$ cat config.mk
export PLATFORM = sky130hd
export DESIGN_NAME = dmem_port_arbiter
export DESIGN_NICKNAME = d
export VERILOG_FILES = /design/src/rtl/dmem_port_arbiter_pkg.sv /design/src/rtl/dmem_port_arbiter_rr.sv /design/src/rtl/dmem_port_arbiter.sv
export SDC_FILE = /design/constraint.sdc
export NUM_CORES = 1
export LEC_CHECK = 0
export BUFFER_PORTS_ARGS = -buffer_cell sky130_fd_sc_hd__buf_2
export CORE_AREA = 3 3 236 238
export DETAILED_ROUTE_END_ITERATION = 8
export DIE_AREA = 0 0 239 241
export RECOVER_POWER = 100
export SLEW_MARGIN = 20
export SYNTH_ARGS = -nofsm -noshare
export SYNTH_HDL_FRONTEND = slang
export SYNTH_SLANG_ARGS = --single-unit
export TNS_END_PERCENT = 10
$ cat constraint.sdc
create_clock -name clk -period 2 [get_ports clk]
set_input_delay 0.1 -clock clk [delete_from_list [all_inputs] [get_ports clk]]
set_output_delay 0.1 -clock clk [all_outputs]
set_load 0.01 [all_outputs]
$ cat src/rtl/dmem_port_arbiter_pkg.sv
// Shared definitions for the two-port data-memory arbiter: FSM encoding,
// load/store size encodings and requester IDs.
package dmem_port_arbiter_pkg;

  typedef enum logic [1:0] {
    IDLE   = 2'd0,
    ACCESS = 2'd1,
    RESP   = 2'd2
  } arb_state_e;

  localparam logic [2:0] LT_NONE = 3'b000;
  localparam logic [2:0] LT_LBU  = 3'b001;
  localparam logic [2:0] LT_LB   = 3'b010;
  localparam logic [2:0] LT_LHU  = 3'b011;
  localparam logic [2:0] LT_LH   = 3'b100;
  localparam logic [2:0] LT_LWU  = 3'b101;
  localparam logic [2:0] LT_LW   = 3'b110;
  localparam logic [2:0] LT_LD   = 3'b111;

  localparam logic [1:0] SZ_B = 2'd0;
  localparam logic [1:0] SZ_H = 2'd1;
  localparam logic [1:0] SZ_W = 2'd2;
  localparam logic [1:0] SZ_D = 2'd3;

  localparam logic REQ_LSU = 1'b0;
  localparam logic REQ_DMA = 1'b1;

endpackage

$ cat src/rtl/dmem_port_arbiter_rr.sv
// Two-input round-robin grant: on a tie the requester that did not win last
// time is picked; a lone request always wins.
module rr_arbiter2 (
  input  logic [1:0] valid,
  input  logic       last_grant,
  output logic [1:0] grant,
  output logic       grant_id,
  output logic       any_valid
);

  always_comb begin
    grant_id  = 1'b0;
    grant     = 2'b00;
    any_valid = |valid;
    if (valid == 2'b11) begin
      grant_id = ~last_grant;
    end else begin
      grant_id = valid[1];
    end
    if (any_valid) begin
      grant = grant_id ? 2'b10 : 2'b01;
    end
  end

endmodule

$ cat src/rtl/dmem_port_arbiter.sv
// Arbitrates the core LSU (m0) and DMA/debug (m1) onto one data-memory port
// with a fixed IDLE -> ACCESS -> RESP sequence per request.
module dmem_port_arbiter
  import dmem_port_arbiter_pkg::*;
#(
  parameter int ADDR_W = 64,
  parameter int DATA_W = 64
) (
  input  logic              clk,
  input  logic              rst_n,
  input  logic              m0_req_valid,
  output logic              m0_req_ready,
  input  logic [ADDR_W-1:0] m0_addr,
  input  logic [DATA_W-1:0] m0_wdata,
  input  logic              m0_we,
  input  logic [2:0]        m0_load_type,
  input  logic [1:0]        m0_store_type,
  output logic              m0_rsp_valid,
  output logic [DATA_W-1:0] m0_rdata,
  input  logic              m1_req_valid,
  output logic              m1_req_ready,
  input  logic [ADDR_W-1:0] m1_addr,
  input  logic [DATA_W-1:0] m1_wdata,
  input  logic              m1_we,
  input  logic [2:0]        m1_load_type,
  input  logic [1:0]        m1_store_type,
  output logic              m1_rsp_valid,
  output logic [DATA_W-1:0] m1_rdata,
  output logic [ADDR_W-1:0] mem_address,
  output logic [DATA_W-1:0] mem_data,
  output logic              mem_write_enable,
  output logic [2:0]        mem_load_type,
  output logic [1:0]        mem_store_type,
  input  logic [DATA_W-1:0] mem_read_data,
  output arb_state_e        fsm_state
);

  // Handshake: a request transfers on the rising edge where req_valid and
  // req_ready are both high; the requester must hold valid and its fields
  // until then, and may change them freely afterwards.
  arb_state_e        state, state_nxt;
  logic              last_grant;
  logic [1:0]        grant;
  logic              grant_id;
  logic              any_valid;
  logic              accept;
  logic [ADDR_W-1:0] addr_q;
  logic [DATA_W-1:0] wdata_q;
  logic              we_q;
  logic [2:0]        lt_q;
  logic [1:0]        st_q;
  logic              owner_q;
  logic [DATA_W-1:0] rdata_q;

  rr_arbiter2 u_rr (
    .valid      ({m1_req_valid, m0_req_valid}),
    .last_grant (last_grant),
    .grant      (grant),
    .grant_id   (grant_id),
    .any_valid  (any_valid)
  );

  // Ready is also held low while reset is asserted.
  assign m0_req_ready = rst_n && (state == IDLE) && grant[0];
  assign m1_req_ready = rst_n && (state == IDLE) && grant[1];
  assign accept       = (state == IDLE) && any_valid;

  always_comb begin
    state_nxt = state;
    case (state)
      IDLE:    if (accept) state_nxt = ACCESS;
      ACCESS:  state_nxt = RESP;
      RESP:    state_nxt = IDLE;
      default: state_nxt = IDLE;
    endcase
  end

  always_ff @(posedge clk or negedge rst_n) begin
    if (!rst_n) begin
      state      <= IDLE;
      last_grant <= REQ_DMA;
      addr_q     <= '0;
      wdata_q    <= '0;
      we_q       <= 1'b0;
      lt_q       <= LT_NONE;
      st_q       <= SZ_B;
      owner_q    <= REQ_LSU;
      rdata_q    <= '0;
    end else begin
      state <= state_nxt;
      if (accept) begin
        last_grant <= grant_id;
        owner_q    <= grant_id;
        addr_q     <= grant_id ? m1_addr       : m0_addr;
        wdata_q    <= grant_id ? m1_wdata      : m0_wdata;
        we_q       <= grant_id ? m1_we         : m0_we;
        lt_q       <= grant_id ? m1_load_type  : m0_load_type;
        st_q       <= grant_id ? m1_store_type : m0_store_type;
      end
      // Stores return zero data so the response path needs no extra gating.
      if (state == ACCESS) begin
        rdata_q <= we_q ? '0 : mem_read_data;
      end
    end
  end

  assign mem_address      = addr_q;
  assign mem_data         = wdata_q;
  assign mem_store_type   = st_q;
  assign mem_write_enable = (state == ACCESS) && we_q;
  assign mem_load_type    = ((state == ACCESS) && !we_q) ? lt_q : LT_NONE;

  assign m0_rsp_valid = (state == RESP) && (owner_q == REQ_LSU);
  assign m1_rsp_valid = (state == RESP) && (owner_q == REQ_DMA);
  assign m0_rdata     = (owner_q == REQ_LSU) ? rdata_q : '0;
  assign m1_rdata     = (owner_q == REQ_DMA) ? rdata_q : '0;
  assign fsm_state    = state;

endmodule

==> results_dict.tcl, run 1 <==
set metrics [dict create \
    run_status "finished, final reports clean" \
    clock-skew-final_ns 0.00910 \
    setup.worst_path.class "register to register" \
    slew_viol_final 0 \
    place_hpwl_um 27200 \
    yosysUniqueCellTypes 23 \
    numCtsBuffers 25 \
    syn-num-nets 1211 \
    final_nets 2152 \
    timing.final.setup_violations 0 \
    period_share_pct 96.9 \
    place.gp.congestion 0.816 \
    cpLargestDelayFamily "multiplexers" \
    worstPathArrival_ns 2.34 \
    timing.critical_path.required_ns 2.40 \
    critPathMaxFanout 23 \
    critPathBufInv 2 \
    dp_slack_ns 0.149 \
    reg2reg_setup_slack_ns 0.06 \
    synth_warnings 0 \
    io_buffers 603 \
    hold_viol 0 \
    total_wire_length_um 41600 \
    io-pin-count 604 \
    ant_nets 0 \
    power_mw 23.3 \
    grt_max_degree 114 \
    initial_standard_cell_utilization_of_the_core_pct 19.1 \
    fp-row-count 85 \
    num_vias 10300 \
    first_iter_violations 292 \
    syn_avg_cell_area_um2 11.8 \
    cts_num_sinks 202 \
    max-clock-path-buffers 3 \
    antenna_found_initial 7 \
    cts_max_level 1 \
    maxCapViolCount 0 \
    unrepaired_setup_endpoints_after_global_routing "yes" \
    leakage_nw 8.20 \
    die-area_mm2 0.0576 \
    cp_common_cell "sky130_fd_sc_hd__mux2_2" \
    setup_ws_ns 0.0614 \
    die_x_um 239 \
    area_growth_syn_to_layout_pct 76.6 \
    timing.hold.worst.class "input pin to register" \
    achievable-frequency_mhz 516 \
    grt_use_total_pct 13.6 \
    clock_insertion_delay_worst_skew_ns 0.52 \
    relative_slew_margins_pct 42.2 \
    setup.worst_path.end_class "register" \
    grt_overflow_total 0 \
    start_kind "register" \
    netlist_instances 875 \
    finalWorstPathRequiredPeriod_ns 1.94 \
    die_h_um 241 \
    grt_pass1_vias 11200 \
    cts.reportedPaths.clkPinSlew_ns 0.06 \
    drcViolationCount 0 \
    power.density_mw_per_mm2 1280 \
    core_region_area_mm2 0.0538 \
    post_synth_instance_area_mm2 0.0103 \
    avgViaCountPerCell 4.05 \
    tritoncts "yes" \
    drive_gt1_share_pct 38.2 \
    ys_ff_latch 202 \
    cp_cell_sequence "a21bo_4, buf_12, clkbuf_2, mux2_2, mux2_2" \
    drt_pre_antenna_iters 4 \
    layout_commonest_cell "sky130_fd_sc_hd__buf_2" \
    synth_sequential_area_ratio_pct 49.1 \
    max_stage_delay_ns 0.57 \
    wire_length_per_cell_um 16.4 \
    layout.cells.most_common_list "sky130_fd_sc_hd__buf_2 (361), sky130_fd_sc_hd__dlygate4sd3_1 (335), sky130_fd_sc_hd__clkbuf_1 (245)" \
    slew_at_the_pin_with_the_worst_max_slew_slack_ns 0.867 \
    grt_first_pass_wirelength_um 61900 \
    critPathSlowestCell "sky130_fd_sc_hd__dfstp_1" \
    vdd_ir_drop_max_uv 635 \
    clock_tree_root_driver_cell "sky130_fd_sc_hd__clkbuf_16" \
]
-- path summary, 6_finish.rpt --
check / start / cells past startpoint / to
worst max-delay path: last_grant$_DFFE_PN1P_ / 5 / mem_data[47]$_DFFE_PN0P_
max in group asynchronous: rst_n / 4 / rdata_q[24]$_DFFE_PN0N_
worst min register to register: rdata_q[4]$_DFFE_PN0N_ / 2 / rdata_q[4]$_DFFE_PN0N_
worst min-delay path: m0_req_valid / 4 / owner_q$_DFFE_PN0P_
min in group asynchronous: rst_n / 3 / rdata_q[3]$_DFFE_PN0N_
worst max register to register: last_grant$_DFFE_PN1P_ / 5 / mem_data[47]$_DFFE_PN0P_
-- where the power goes --
group	internal, mW	leakage, nW	switching (mW)
clock network	3.08	0.430	1.80
logic	5.08	5.33	5.72
registers	6.24	2.44	1.37
-- worst register-to-register path, cell delays in order, from the launching register on --
cell	delay (ns)
sky130_fd_sc_hd__dfstp_1	0.57
sky130_fd_sc_hd__a21bo_4	0.16
sky130_fd_sc_hd__buf_12	0.20
sky130_fd_sc_hd__clkbuf_2	0.26
sky130_fd_sc_hd__mux2_2	0.36
sky130_fd_sc_hd__mux2_2	0.27
-- cells in the mapped netlist --
cell type | instances | share of area (%)
sky130_fd_sc_hd__a21bo_1 | 1 | 0.097
sky130_fd_sc_hd__a21boi_0 | 1 | 0.073
sky130_fd_sc_hd__a21oi_1 | 1 | 0.049
sky130_fd_sc_hd__a31oi_1 | 1 | 0.061
sky130_fd_sc_hd__and2_1 | 64 | 3.9
sky130_fd_sc_hd__and3_1 | 5 | 0.30
sky130_fd_sc_hd__buf_2 | 23 | 1.1
sky130_fd_sc_hd__buf_6 | 7 | 0.77
sky130_fd_sc_hd__clkbuf_1 | 35 | 1.3
sky130_fd_sc_hd__clkinv_1 | 1 | 0.036
sky130_fd_sc_hd__dfrtp_1 | 201 | 49
sky130_fd_sc_hd__dfstp_2 | 1 | 0.26
sky130_fd_sc_hd__inv_1 | 2 | 0.073
sky130_fd_sc_hd__mux2_2 | 218 | 24
sky130_fd_sc_hd__mux2_4 | 48 | 7.0
sky130_fd_sc_hd__mux2i_1 | 2 | 0.19
sky130_fd_sc_hd__nand2_1 | 129 | 4.7
sky130_fd_sc_hd__nand2b_1 | 1 | 0.061
sky130_fd_sc_hd__nor2_1 | 2 | 0.073
sky130_fd_sc_hd__nor2b_1 | 64 | 3.9
sky130_fd_sc_hd__nor3b_1 | 2 | 0.15
sky130_fd_sc_hd__o21a_1 | 1 | 0.073
sky130_fd_sc_hd__o21ai_0 | 65 | 3.2
-- timing repair --
action | 4_1_cts | 5_1_grt
hold endpoints to repair | 401 | 0
hold buffers | 336 | 0
gates resized for setup | 3 | 6
buffers inserted | 3 | 0
setup endpoints to repair | 6 | 7
-- logic make-up after synthesis --
logic type	synth area share (%)
muxes	31.0
buffers and inverters	3.27
AOI/OAI and AO/OA	3.51
and+or+nand+nor	13.1
DFF	49.1
-- final cells by class --
class / count / area (µm²)
diodes: 3 / 7.51
clock buffers: 35 / 703
clock inverters: 10 / 178
fillers: 5423 / 35600
inverters: 3 / 15.0
multi-input cells: 605 / 4880
flip-flops and latches: 202 / 5060
well taps: 696 / 871
repair buffers: 979 / 6470
-- metrics by stage --
stage	utilization (%)	cells	TNS, ns	hold slack (ns)	instance area (µm²)
finish	33.8	2533	0	0.0658	18200
global route	33.8	2531	-0.137	0.0654	18200
CTS	34.5	2531	-0.0422	0.0338	18600
detailed placement	26.6	2147	0	-0.00110	14300
global placement	26.6	2147	0	-0.00624	14300
floorplan	-	875	0	-0.196	10300
-- registers in the layout, summed over array words and instances (netlist names) --
| register | count |
|---|---|
| mem_store_type | 2 |
| fsm_state | 2 |
| owner_q | 1 |
| mem_data | 64 |
| last_grant | 1 |
| lt_q | 3 |
| mem_address | 64 |
| we_q | 1 |
| rdata_q | 64 |
-- layer usage --
| layer | vias to the layer above | wire length (µm) | GRT usage, % |
|---|---|---|---|
| li1 | 4843 | - | - |
| met1 | 4805 | 15600 | 14.7 |
| met2 | 480 | 21000 | 24.6 |
| met3 | 126 | 3050 | 3.47 |
| met4 | 0 | 1980 | 7.11 |
| met5 | - | 0 | 0 |
Power figures use the tool's default switching activity.
==> inputs of run 2 (changes only) <==
--- a/config.mk
+++ b/config.mk
@@ -7,9 +7,11 @@
 export LEC_CHECK = 0
 export BUFFER_PORTS_ARGS = -buffer_cell sky130_fd_sc_hd__buf_2
 export CORE_AREA = 3 3 236 238
+export CTS_CLUSTER_SIZE = 25
 export DETAILED_ROUTE_END_ITERATION = 8
 export DIE_AREA = 0 0 239 241
 export RECOVER_POWER = 100
+export REMOVE_ABC_BUFFERS = 1
 export SLEW_MARGIN = 20
 export SYNTH_ARGS = -nofsm -noshare
 export SYNTH_HDL_FRONTEND = slang
==> results_dict.tcl, run 2 (synthesis results as in run 1) <==
set metrics [dict create \
    stdcell_area_mm2 0.0183 \
    gr-usage-met2_pct 24.5 \
    maxCapViolCount 0 \
    filler_cell_count 5435 \
    cp-startpoint "last_grant$_DFFE_PN1P_" \
    timing.final.setup_violations 0 \
    finalWorstPathRequiredPeriod_ns 1.96 \
    setup_ws_ns 0.0369 \
    slew_viol_final 0 \
    first_iter_violations 284 \
    final_nets 2153 \
    grt_first_pass_wirelength_um 61300 \
    place_area_mm2 0.0144 \
    clock-skew-final_ns 0.00952 \
    grt_pass1_vias 11000 \
    fp-row-count 85 \
    period_share_pct 98.2 \
    setup.worst_path.class "register to register" \
    unrepaired_setup_endpoints_after_global_routing "yes" \
    ant_nets 0 \
    vdd_ir_drop_max_uv 800 \
    numCtsBuffers 25 \
    achievable-frequency_mhz 509 \
    timing.hold.worst.class "input pin to asynchronous set/reset pin" \
    wire_length_per_cell_um 16.7 \
    power.density_mw_per_mm2 1300 \
    grt_max_degree 114 \
    antenna_found_initial 4 \
    dp_slack_ns 0.141 \
    critical_path_depth 5 \
    die_h_um 241 \
    clock_tree_root_driver_cell "sky130_fd_sc_hd__clkbuf_16" \
    final.hold.worst_slack_ns 0.0607 \
    grt_overflow_total 0 \
    die_x_um 239 \
    layout_commonest_cell "sky130_fd_sc_hd__buf_2" \
    setup-tns-final_ns 0 \
    critPathSlowestCell "sky130_fd_sc_hd__dfstp_2" \
    clock_insertion_delay_worst_skew_ns 0.53 \
    slew_at_the_pin_with_the_worst_max_slew_slack_ns 1.15 \
    die-area_mm2 0.0576 \
    total_wire_length_um 42400 \
    cts.reportedPaths.clkPinSlew_ns 0.06 \
    leakage_nw 8.33 \
    relative_slew_margins_pct 23.1 \
    cp_cell_sequence "a21bo_4, buf_12, buf_2, mux2_1, mux2_2" \
    grt_use_total_pct 13.5 \
    drt_pre_antenna_iters 5 \
    io_buffers 603 \
    core_region_area_mm2 0.0538 \
    utilization_pct 34.0 \
    worstReg2RegStart "last_grant$_DFFE_PN1P_" \
    timing.critical_path.required_ns 2.41 \
    tritoncts "yes" \
    cts_max_level 1 \
    layout.cells.most_common_list "sky130_fd_sc_hd__buf_2 (375), sky130_fd_sc_hd__dlygate4sd3_1 (336), sky130_fd_sc_hd__clkbuf_1 (223)" \
    power_mw 23.7 \
    grt_use_met3_pct 3.49 \
    worstPathArrival_ns 2.37 \
    drive_gt1_share_pct 39.6 \
    cts_num_sinks 202 \
    drcViolationCount 0 \
    initial_standard_cell_utilization_of_the_core_pct 19.1 \
    setup.worst_path.end_class "register" \
    met1_usage_pct 14.9 \
    io-pin-count 604 \
    max_stage_delay_ns 0.56 \
    area_growth_syn_to_layout_pct 77.9 \
    place_hpwl_um 27400 \
    place.gp.congestion 0.913 \
    critPathBufInv 2 \
    top_usage_layer "met2" \
    reg2reg_setup_slack_ns 0.04 \
    max-clock-path-buffers 3 \
    run_status "finished, final reports clean" \
    place_inst 2145 \
    hold_viol 0 \
    num_vias 10300 \
    start_kind "register" \
    worst_r2r_endpoint "mem_address[24]$_DFFE_PN0P_" \
    avgViaCountPerCell 4.05 \
    timing.critical_path.to "mem_address[24]$_DFFE_PN0P_" \
    finalNonFillerCells 2533 \
    cpLargestDelayFamily "multiplexers" \
    critPathMaxFanout 18 \
    worstRegToRegCells 5 \
]
-- run 2: how the worst min path moves through the flow --
| stage | from | to | slack [ns] | depth (start not counted) |
|---|---|---|---|---|
| 2_1_floorplan | rst_n | fsm_state[0]$_DFFE_PN0P_ | -0.20 | 0 |
| 4_1_cts | rst_n | mem_data[36]$_DFFE_PN0P_ | 0.004 | 2 |
| 3_3_place_gp | rst_n | mem_data[36]$_DFFE_PN0P_ | 0.02 | 1 |
| 3_5_place_dp | rst_n | mem_address[10]$_DFFE_PN0P_ | 0.02 | 1 |
| 5_1_grt | rst_n | mem_data[36]$_DFFE_PN0P_ | 0.04 | 2 |
| 6_report | rst_n | mem_address[10]$_DFFE_PN0P_ | 0.06 | 2 |
-- run 2: area by class of cell --
class	instances	area, µm²	share of cell area (%)
sequential	202	5060	27.6
antenna	3	7.51	0.0410
clock inverter	10	200	1.09
tap	696	871	4.75
clock buffer	34	719	3.93
inverter	3	11.3	0.0615
timing repair buffer	980	6570	35.8
multi-input combinational	605	4880	26.6
-- run 2: worst register-to-register path, cell delays in order (launching register included) --
cell                      delay [ns]
sky130_fd_sc_hd__dfstp_2        0.56
sky130_fd_sc_hd__a21bo_4        0.17
sky130_fd_sc_hd__buf_12         0.18
sky130_fd_sc_hd__buf_2          0.32
sky130_fd_sc_hd__mux2_1         0.36
sky130_fd_sc_hd__mux2_2         0.26
-- run 2: report_power, final --
| part | internal, mW | switching [mW] |
|---|---|---|
| Sequential | 6.24 | 1.56 |
| Clock | 3.27 | 1.78 |
| Combinational | 5.22 | 5.68 |
| Total | 14.7 | 9.01 |
-- run 2: timing repair --
| item | in CTS | in global routing |
|---|---|---|
| gates resized for setup | 8 | 2 |
| hold buffers | 336 | 0 |
| pin swaps | 1 | 0 |
| buffers inserted | 3 | 1 |
| hold endpoints to repair | 401 | 0 |
| endpoints found under the setup margin | 6 | 53 |
| cloned | 2 | 0 |
-- run 2: routing by layer --
metal  part of all wire (%)  vias up
li1                       -     4842
met1                     38     4910
met2                     51      386
met3                    6.5      125
met4                    4.4        4
met5                  0.068        -
